`src/rtl/sys_cmd_ctrl.sv`:
```
// Command sequencer: decodes framed UART bytes into register-file and ALU
// operations, and returns read/ALU results to the TX FIFO LSB byte first.
module sys_cmd_ctrl #(
    parameter int DATA_WIDTH    = 8,
    parameter int ADDR_WIDTH    = 4,
    parameter int ALU_OUT_WIDTH = 16,
    parameter int OPA_ADDR      = 0,
    parameter int OPB_ADDR      = 1
) (
    input  logic                     CLK,
    input  logic                     RST,
    input  logic [DATA_WIDTH-1:0]    RX_P_DATA,
    input  logic                     RX_D_VLD,
    input  logic                     RX_ERR,
    input  logic [DATA_WIDTH-1:0]    RF_RD_DATA,
    input  logic                     RF_RD_VLD,
    input  logic [ALU_OUT_WIDTH-1:0] ALU_OUT,
    input  logic                     ALU_OUT_VLD,
    input  logic                     FIFO_FULL,
    output logic [ADDR_WIDTH-1:0]    RF_ADDR,
    output logic                     RF_WR_EN,
    output logic                     RF_RD_EN,
    output logic [DATA_WIDTH-1:0]    RF_WR_DATA,
    output logic                     ALU_EN,
    output logic [3:0]               ALU_FUN,
    output logic                     CLK_GATE_EN,
    output logic [DATA_WIDTH-1:0]    TX_P_DATA,
    output logic                     TX_D_VLD
);

    localparam int NB = ALU_OUT_WIDTH / DATA_WIDTH;
    localparam int CW = $clog2(NB + 1);

    localparam logic [DATA_WIDTH-1:0] OP_WR  = DATA_WIDTH'(8'hAA);
    localparam logic [DATA_WIDTH-1:0] OP_RD  = DATA_WIDTH'(8'hBB);
    localparam logic [DATA_WIDTH-1:0] OP_ALU = DATA_WIDTH'(8'hCC);
    localparam logic [DATA_WIDTH-1:0] OP_RUN = DATA_WIDTH'(8'hDD);

    typedef enum logic [3:0] {
        IDLE,
        WR_ADDR,
        WR_DATA,
        RD_ADDR,
        RD_WAIT,
        ALU_A,
        ALU_B,
        ALU_FN,
        ALU_WAIT,
        TX_SEND
    } state_e;

    state_e                   state_q, state_d;
    logic [ADDR_WIDTH-1:0]    rf_addr_q, rf_addr_d;
    logic                     rf_wr_en_q, rf_wr_en_d;
    logic                     rf_rd_en_q, rf_rd_en_d;
    logic [DATA_WIDTH-1:0]    rf_wr_data_q, rf_wr_data_d;
    logic                     alu_en_q, alu_en_d;
    logic [3:0]               alu_fun_q, alu_fun_d;
    logic [ALU_OUT_WIDTH-1:0] tx_buf_q, tx_buf_d;
    logic [CW-1:0]            tx_cnt_q, tx_cnt_d;

    logic byte_ok;
    logic byte_bad;

    assign byte_ok  = RX_D_VLD & ~RX_ERR;
    assign byte_bad = RX_D_VLD & RX_ERR;

    always_comb begin
        state_d      = state_q;
        rf_addr_d    = rf_addr_q;
        rf_wr_en_d   = 1'b0;
        rf_rd_en_d   = 1'b0;
        rf_wr_data_d = rf_wr_data_q;
        alu_en_d     = alu_en_q;
        alu_fun_d    = alu_fun_q;
        tx_buf_d     = tx_buf_q;
        tx_cnt_d     = tx_cnt_q;

        unique case (state_q)
            IDLE: begin
                if (byte_ok) begin
                    case (RX_P_DATA)
                        OP_WR:   state_d = WR_ADDR;
                        OP_RD:   state_d = RD_ADDR;
                        OP_ALU:  state_d = ALU_A;
                        OP_RUN:  state_d = ALU_FN;
                        default: state_d = IDLE;
                    endcase
                end
            end
            WR_ADDR: begin
                if (byte_bad) begin
                    state_d = IDLE;
                end else if (byte_ok) begin
                    rf_addr_d = RX_P_DATA[ADDR_WIDTH-1:0];
                    state_d   = WR_DATA;
                end
            end
            WR_DATA: begin
                if (byte_bad) begin
                    state_d = IDLE;
                end else if (byte_ok) begin
                    rf_wr_data_d = RX_P_DATA;
                    rf_wr_en_d   = 1'b1;
                    state_d      = IDLE;
                end
            end
            RD_ADDR: begin
                if (byte_bad) begin
                    state_d = IDLE;
                end else if (byte_ok) begin
                    rf_addr_d  = RX_P_DATA[ADDR_WIDTH-1:0];
                    rf_rd_en_d = 1'b1;
                    state_d    = RD_WAIT;
                end
            end
            RD_WAIT: begin
                if (RF_RD_VLD) begin
                    tx_buf_d = ALU_OUT_WIDTH'(RF_RD_DATA);
                    tx_cnt_d = CW'(1);
                    state_d  = TX_SEND;
                end
            end
            ALU_A: begin
                if (byte_bad) begin
                    state_d = IDLE;
                end else if (byte_ok) begin
                    rf_addr_d    = ADDR_WIDTH'(OPA_ADDR);
                    rf_wr_data_d = RX_P_DATA;
                    rf_wr_en_d   = 1'b1;
                    state_d      = ALU_B;
                end
            end
            ALU_B: begin
                if (byte_bad) begin
                    state_d = IDLE;
                end else if (byte_ok) begin
                    rf_addr_d    = ADDR_WIDTH'(OPB_ADDR);
                    rf_wr_data_d = RX_P_DATA;
                    rf_wr_en_d   = 1'b1;
                    state_d      = ALU_FN;
                end
            end
            ALU_FN: begin
                if (byte_bad) begin
                    state_d = IDLE;
                end else if (byte_ok) begin
                    alu_fun_d = RX_P_DATA[3:0];
                    alu_en_d  = 1'b1;
                    state_d   = ALU_WAIT;
                end
            end
            ALU_WAIT: begin
                if (ALU_OUT_VLD) begin
                    tx_buf_d = ALU_OUT;
                    tx_cnt_d = CW'(NB);
                    alu_en_d = 1'b0;
                    state_d  = TX_SEND;
                end
            end
            TX_SEND: begin
                if (!FIFO_FULL) begin
                    tx_buf_d = tx_buf_q >> DATA_WIDTH;
                    tx_cnt_d = tx_cnt_q - CW'(1);
                    if (tx_cnt_q == CW'(1)) begin
                        state_d = IDLE;
                    end
                end
            end
            default: state_d = IDLE;
        endcase
    end

    always_ff @(posedge CLK or negedge RST) begin
        if (!RST) begin
            state_q      <= IDLE;
            rf_addr_q    <= '0;
            rf_wr_en_q   <= 1'b0;
            rf_rd_en_q   <= 1'b0;
            rf_wr_data_q <= '0;
            alu_en_q     <= 1'b0;
            alu_fun_q    <= '0;
            tx_buf_q     <= '0;
            tx_cnt_q     <= '0;
        end else begin
            state_q      <= state_d;
            rf_addr_q    <= rf_addr_d;
            rf_wr_en_q   <= rf_wr_en_d;
            rf_rd_en_q   <= rf_rd_en_d;
            rf_wr_data_q <= rf_wr_data_d;
            alu_en_q     <= alu_en_d;
            alu_fun_q    <= alu_fun_d;
            tx_buf_q     <= tx_buf_d;
            tx_cnt_q     <= tx_cnt_d;
        end
    end

    assign RF_ADDR     = rf_addr_q;
    assign RF_WR_EN    = rf_wr_en_q;
    assign RF_RD_EN    = rf_rd_en_q;
    assign RF_WR_DATA  = rf_wr_data_q;
    assign ALU_EN      = alu_en_q;
    assign ALU_FUN     = alu_fun_q;
    // The gate opens and closes with the ALU enable; it is only set in ALU_WAIT.
    assign CLK_GATE_EN = alu_en_q;
    // Push is combinational on FIFO_FULL so a full FIFO never sees a strobe.
    assign TX_D_VLD    = (state_q == TX_SEND) && !FIFO_FULL;
    assign TX_P_DATA   = tx_buf_q[DATA_WIDTH-1:0];

endmodule

```
`config.mk`:
```
export PLATFORM = sky130hd
export DESIGN_NAME = sys_cmd_ctrl
export DESIGN_NICKNAME = d
export VERILOG_FILES = /design/src/rtl/sys_cmd_ctrl.sv
export SDC_FILE = /design/constraint.sdc
export NUM_CORES = 1
export LEC_CHECK = 0
export ABC_CLOCK_PERIOD_IN_PS = 3000
export CORE_MARGIN = 4
export CORE_UTILIZATION = 40
export CTS_CLUSTER_SIZE = 25
export DETAILED_ROUTE_END_ITERATION = 10
export GPL_TIMING_DRIVEN = 0
export PLACE_DENSITY = 0.71
export SLEW_MARGIN = 20
export SYNTH_ARGS = -nofsm -noshare
export SYNTH_HDL_FRONTEND = slang
export SYNTH_SLANG_ARGS = --single-unit
```
`constraint.sdc`:
```
create_clock -name CLK -period 3 [get_ports CLK]
set_input_delay 0.3 -clock CLK [delete_from_list [all_inputs] [get_ports CLK]]
set_output_delay 0.3 -clock CLK [all_outputs]
set_load 0.05 [all_outputs]
```
==> flow_summary.html <==
<table>
<tr><th>Metric</th><th>Value</th></tr>
<tr><th colspan="2">STA</th></tr>
<tr><td>Max Fclk</td><td>around 360 MHz</td></tr>
<tr><td>RSZ-0062 raised after global routing</td><td>no</td></tr>
<tr><td>Final Critical Period</td><td>between 2 and 3 ns</td></tr>
<tr><td>Final hold viol count</td><td>0</td></tr>
<tr><td>Transition time of the tightest slew-check pin</td><td>roughly 0.64 ns</td></tr>
<tr><td>Fin Clk Skew</td><td>between 0.005 and 0.006 ns</td></tr>
<tr><td>Relative slew slack</td><td>a little under three fifths</td></tr>
<tr><td>Max Slew Vio Count</td><td>0</td></tr>
<tr><td>Final setup vio count</td><td>0</td></tr>
<tr><td>Post-route fraction of the period consumed by the critical path</td><td>between 90% and 100%</td></tr>
<tr><td>Setup TNS Final</td><td>0 ns</td></tr>
<tr><th colspan="2">Floorplan</th></tr>
<tr><td>Count of standard-cell rows</td><td>27</td></tr>
<tr><td>Floorplan die width</td><td>82.98 um</td></tr>
<tr><td>Top Ports</td><td>a little under 70</td></tr>
<tr><td>Floorplan Core Area</td><td>between 0.005 and 0.006 mm^2</td></tr>
<tr><td>Starting utilization of the core area</td><td>about 40%</td></tr>
<tr><td>Full die area</td><td>around 0.007 mm^2</td></tr>
<tr><td>Chip Height</td><td>~83 um</td></tr>
<tr><th colspan="2">Critical path</th></tr>
<tr><td>Slowest stage cell, crit path</td><td>clkdlybuf4s50_1</td></tr>
<tr><td>Ordered list of cells on the worst path</td><td>buf_6, nor4bb_1, clkbuf_1, and2_1, clkdlybuf4s50_1</td></tr>
<tr><td>Data arrival at the endpoint of the critical path</td><td>roughly 2.5 ns</td></tr>
<tr><td>Top cell family by delay on the critical path</td><td>buffers and inverters</td></tr>
<tr><td>Worst stage delay on the critical path</td><td>approximately 0.80 ns</td></tr>
<tr><td>Worst-path maximum fanout</td><td>10</td></tr>
<tr><td>Startpoint type of the worst setup path</td><td>flop</td></tr>
<tr><td>Bufs and invs on worst path</td><td>3</td></tr>
<tr><td>Worst EP required</td><td>2.70 ns</td></tr>
<tr><td>Endpoint type of the worst setup path</td><td>output port</td></tr>
<tr><td>Worst setup path class</td><td>flop to output port</td></tr>
<tr><th colspan="2">Synthesis</th></tr>
<tr><td>Number of library cell types mapped by synthesis</td><td>49</td></tr>
<tr><td>Share of async-settable or async-resettable flops after synthesis</td><td>100.0%</td></tr>
<tr><td>Number of enable flip-flop cells after synthesis</td><td>0</td></tr>
<tr><td>Synth Cell Area</td><td>0.002248 mm^2</td></tr>
<tr><td>Simple-gate portion of the synthesized area</td><td>15.97%</td></tr>
<tr><td>Most frequently used cell type in the post-synthesis netlist</td><td>dfrtp_1</td></tr>
<tr><td>Multiplexer area fraction after synthesis</td><td>17.03%</td></tr>
<tr><td>Fraction of post-synthesis cell area in the top cell type by area</td><td>a little under half</td></tr>
<tr><td>Post-synthesis cell count</td><td>slightly above 200</td></tr>
<tr><td>Adder-cell share of the synthesized area</td><td>less than 1%</td></tr>
<tr><td>Average size of a mapped cell</td><td>roughly 11 um^2</td></tr>
<tr><td>Commonest cells in the netlist</td><td>dfrtp_1 (41), nand2_1 (27), mux2_2 (24), inv_1 (13), buf_4 (11)</td></tr>
<tr><td>Synth warnings</td><td>0</td></tr>
<tr><td>Dominant combinational cell family by area after synthesis</td><td>multiplexers</td></tr>
<tr><td>Complex-gate fraction of the synthesized area</td><td>about 11%</td></tr>
<tr><td>Part of the Yosys area used for sequential elements</td><td>between 40% and 50%</td></tr>
<tr><td>Cell taking the most area after synthesis</td><td>dfrtp_1</td></tr>
<tr><td>Most instantiated flip-flop cell in the synthesis netlist</td><td>dfrtp_1</td></tr>
<tr><td>Synthesized flop and latch total</td><td>between 40 and 50</td></tr>
<tr><td>Area share of xor/xnor cells in the synthesized design</td><td>around 1.6%</td></tr>
<tr><td>Ranking of synthesized cells by area</td><td>dfrtp_1 (46%), mux2_2 (12%), nand2_1 (4.5%), mux2i_1 (4.0%), buf_4 (3.7%)</td></tr>
<tr><td>Number of nets in the synthesized netlist</td><td>between 200 and 250</td></tr>
<tr><th colspan="2">Route</th></tr>
<tr><td>Average vias per placed instance</td><td>4.897</td></tr>
<tr><td>Detail Route Antenna Nets</td><td>0</td></tr>
<tr><td>Initial detailed-routing violation count</td><td>80</td></tr>
<tr><td>Drt wl/cell</td><td>~15 um</td></tr>
<tr><td>Number of design rule violations left after detail routing</td><td>0</td></tr>
<tr><td>Uppermost routed layer</td><td>met4</td></tr>
<tr><td>Met2 wire len</td><td>2468 um</td></tr>
<tr><td>Via total after detailed routing</td><td>around 1700</td></tr>
<tr><td>Met1 wire length</td><td>around 2400 um</td></tr>
<tr><td>Met3 routed WL</td><td>199 um</td></tr>
<tr><td>First-pass iteration count of the detailed router</td><td>6</td></tr>
<tr><td>Total wirelength of the detailed-routed design</td><td>roughly 5000 um</td></tr>
<tr><th colspan="2">Pwr</th></tr>
<tr><td>Internal power</td><td>1.789 mW</td></tr>
<tr><td>Total design power</td><td>3.209 mW</td></tr>
<tr><td>Clock network power share</td><td>between 10 and 15%</td></tr>
<tr><td>Switching share of power</td><td>between 40% and 50%</td></tr>
<tr><td>Power per Cell Area</td><td>approximately 1000 mW/mm^2</td></tr>
<tr><td>VDD IR-drop max</td><td>around 0.47 mV</td></tr>
<tr><td>Leakage power</td><td>about 1.4 nW</td></tr>
<tr><td>Fraction of power consumed by sequential logic</td><td>~28%</td></tr>
<tr><td>Gate power share</td><td>approximately 61%</td></tr>
<tr><td>Total net switching power</td><td>1.420 mW</td></tr>
<tr><th colspan="2">Clock network</th></tr>
<tr><td>Number of buffers on the longest clock path</td><td>2</td></tr>
<tr><td>Source-to-sink clock delay at the later pin of the worst-skew pair</td><td>around 0.29 ns</td></tr>
<tr><td>Number of buffers inserted to repair setup after CTS</td><td>0</td></tr>
<tr><td>Clock-pin slew on the worst setup and hold paths</td><td>0.08 ns</td></tr>
<tr><td>CTS HTree Levels</td><td>2</td></tr>
<tr><td>CTS buffer count</td><td>5</td></tr>
<tr><td>Clock tree from TritonCTS</td><td>yes</td></tr>
<tr><td>Root cell of the clock tree</td><td>clkbuf_8</td></tr>
<tr><td>Clock sinks</td><td>41</td></tr>
<tr><th colspan="2">Place</th></tr>
<tr><td>Routability-driven placement congestion ratio</td><td>approximately 0.78</td></tr>
<tr><td>Quantity of I/O buffers inserted on ports</td><td>between 60 and 70</td></tr>
<tr><td>Instance count after placement with tap cells included</td><td>342</td></tr>
<tr><td>HPWL reported at the end of detailed placement</td><td>3921 um</td></tr>
<tr><th colspan="2">Layout</th></tr>
<tr><td>Fin cells</td><td>approximately 350</td></tr>
<tr><td>Layout Utilization</td><td>57.04%</td></tr>
<tr><td>Diode insertion count for antenna repair</td><td>0</td></tr>
<tr><td>Synthesis-to-layout area growth</td><td>38.84%</td></tr>
<tr><td>NumNets Final</td><td>roughly 320</td></tr>
<tr><td>Share of post-route cells with drive strength above 1</td><td>about a fifth</td></tr>
<tr><td>Filler cells</td><td>between 500 and 600</td></tr>
<tr><th colspan="2">Global routing</th></tr>
<tr><td>Gr usage total</td><td>15.40%</td></tr>
<tr><td>Total grt overflow</td><td>0</td></tr>
<tr><td>Maximum number of pins on one net before global-route repair</td><td>29</td></tr>
<tr><td>First-pass GRT wire length</td><td>8756 um</td></tr>
<tr><td>Initial antenna violation count</td><td>0</td></tr>
<tr><td>Vias in the first global route</td><td>1810</td></tr>
<tr><th colspan="2">Run</th></tr>
<tr><td>Max cap viols</td><td>0</td></tr>
<tr><th colspan="2">Hold path</th></tr>
<tr><td>Class of the most critical hold timing path</td><td>primary input to async pin</td></tr>
<tr><th colspan="2">Run status</th></tr>
<tr><td>Result of the run</td><td>completed</td></tr>
</table>
## power by group through the flow
stage | Clock (mW) | Sequential, mW | Combinational [mW]
2_1_floorplan | 0 | 1.15 | 1.18
6_report | 0.356 | 0.890 | 1.96
3_3_place_gp | 0 | 0.894 | 1.95
3_5_place_dp | 0 | 0.900 | 1.97
4_1_cts | 0.368 | 0.893 | 1.98
5_1_grt | 0.394 | 0.916 | 2.10
## routing by layer
layer,GRT usage [%],vias up
li1,-,850
met2,25.00,33
met4,3.120,0
met5,0,-
met3,3.373,4
met1,21.22,832
## layout make-up
class                           instances  area, um^2  area share [%]
Tap cell                               72       90.09           2.886
Buffer                                 19       138.9           4.449
Inverter                               13       48.80           1.563
Timing Repair Buffer                   69       695.7           22.28
Clock inverter                          2       15.01          0.4810
Multi-Input combinational cell        129        1035           33.15
Sequential cell                        41        1026           32.87
Clock buffer                            6       72.57           2.325
## per-stage QoR
step | setup slack (ns) | hold WS [ns] | cell area, um^2
4_1_cts | 0.1544 | 0.4504 | 3122
5_1_grt | 0.006043 | 0.4884 | 3122
2_1_floorplan | 1.178 | 0.004409 | 2248
3_5_place_dp | 0.4829 | 0.2290 | 3024
3_3_place_gp | 0.4814 | 0.4896 | 3009
6_report | 0.1890 | 0.4447 | 3122
## path summary, 6_finish.rpt
check | start | endpoint | slack (ns) | cells past startpoint
min | RST | RF_WR_DATA[5] | 0.44 | 2
max in group asynchronous | RST | state_q[1] | 2.10 | 3
min reg2reg | RF_ADDR[0] | RF_ADDR[0] | 0.51 | 1
min in group CLK | RF_ADDR[0] | RF_ADDR[0] | 0.51 | 1
max reg2reg | state_q[0] | tx_buf_q[15] | 1.04 | 6
max | state_q[2] | TX_D_VLD | 0.19 | 5
## cell usage in the layout, fill, tap and decap left out, drive strengths merged, types with 2 or more instances in the layout
master,synthesis,routed
a22oi,8,8
mux2,26,26
buf,17,19
nor2,4,4
clkdlybuf4s50,0,66
mux2i,9,9
nor3b,2,2
or3b,2,2
clkbuf,2,8
nor2b,6,6
dfrtp,41,41
o22a,2,2
nand2,27,27
a21boi,2,2
nor4bb,3,3
xnor2,3,3
clkinvlp,0,2
nor3,3,3
inv,13,13
o22ai,3,3
a21oi,3,3
o21ai,2,2
nand2b,3,3
## cells by family after synthesis
logic type	count (synthesis)
muxes	35
buffers and inverters	32
AOI/OAI and AO/OA	30
and+or+nand+nor	59
xor gates and xnor gates	4
adders and majority gates	1
DFF	41
## sequential cells by signal (all words and copies together), names as in the netlist
| register | cells |
|---|---|
| ALU_FUN | 4 |
| tx_buf_q | 16 |
| state_q | 4 |
| RF_ADDR | 4 |
| RF_WR_DATA | 8 |
| RF_WR_EN | 1 |
| tx_cnt_q | 2 |
| ALU_EN | 1 |
| RF_RD_EN | 1 |
## worst reg2reg max path: stages, from the launching register on
cell     delay, ns
dfrtp_1       0.38
buf_6         0.14
buf_2         0.20
nor4b_4       0.64
buf_4         0.30
nand2_1       0.07
mux2i_1       0.15
## what timing repair did
| item | 4_1_cts | 5_1_grt |
|---|---|---|
| resized for setup | 0 | 0 |
| hold endpoints to repair | 13 | 0 |
| hold buffers | 1 | 0 |
(Power assumes the default switching activity.)
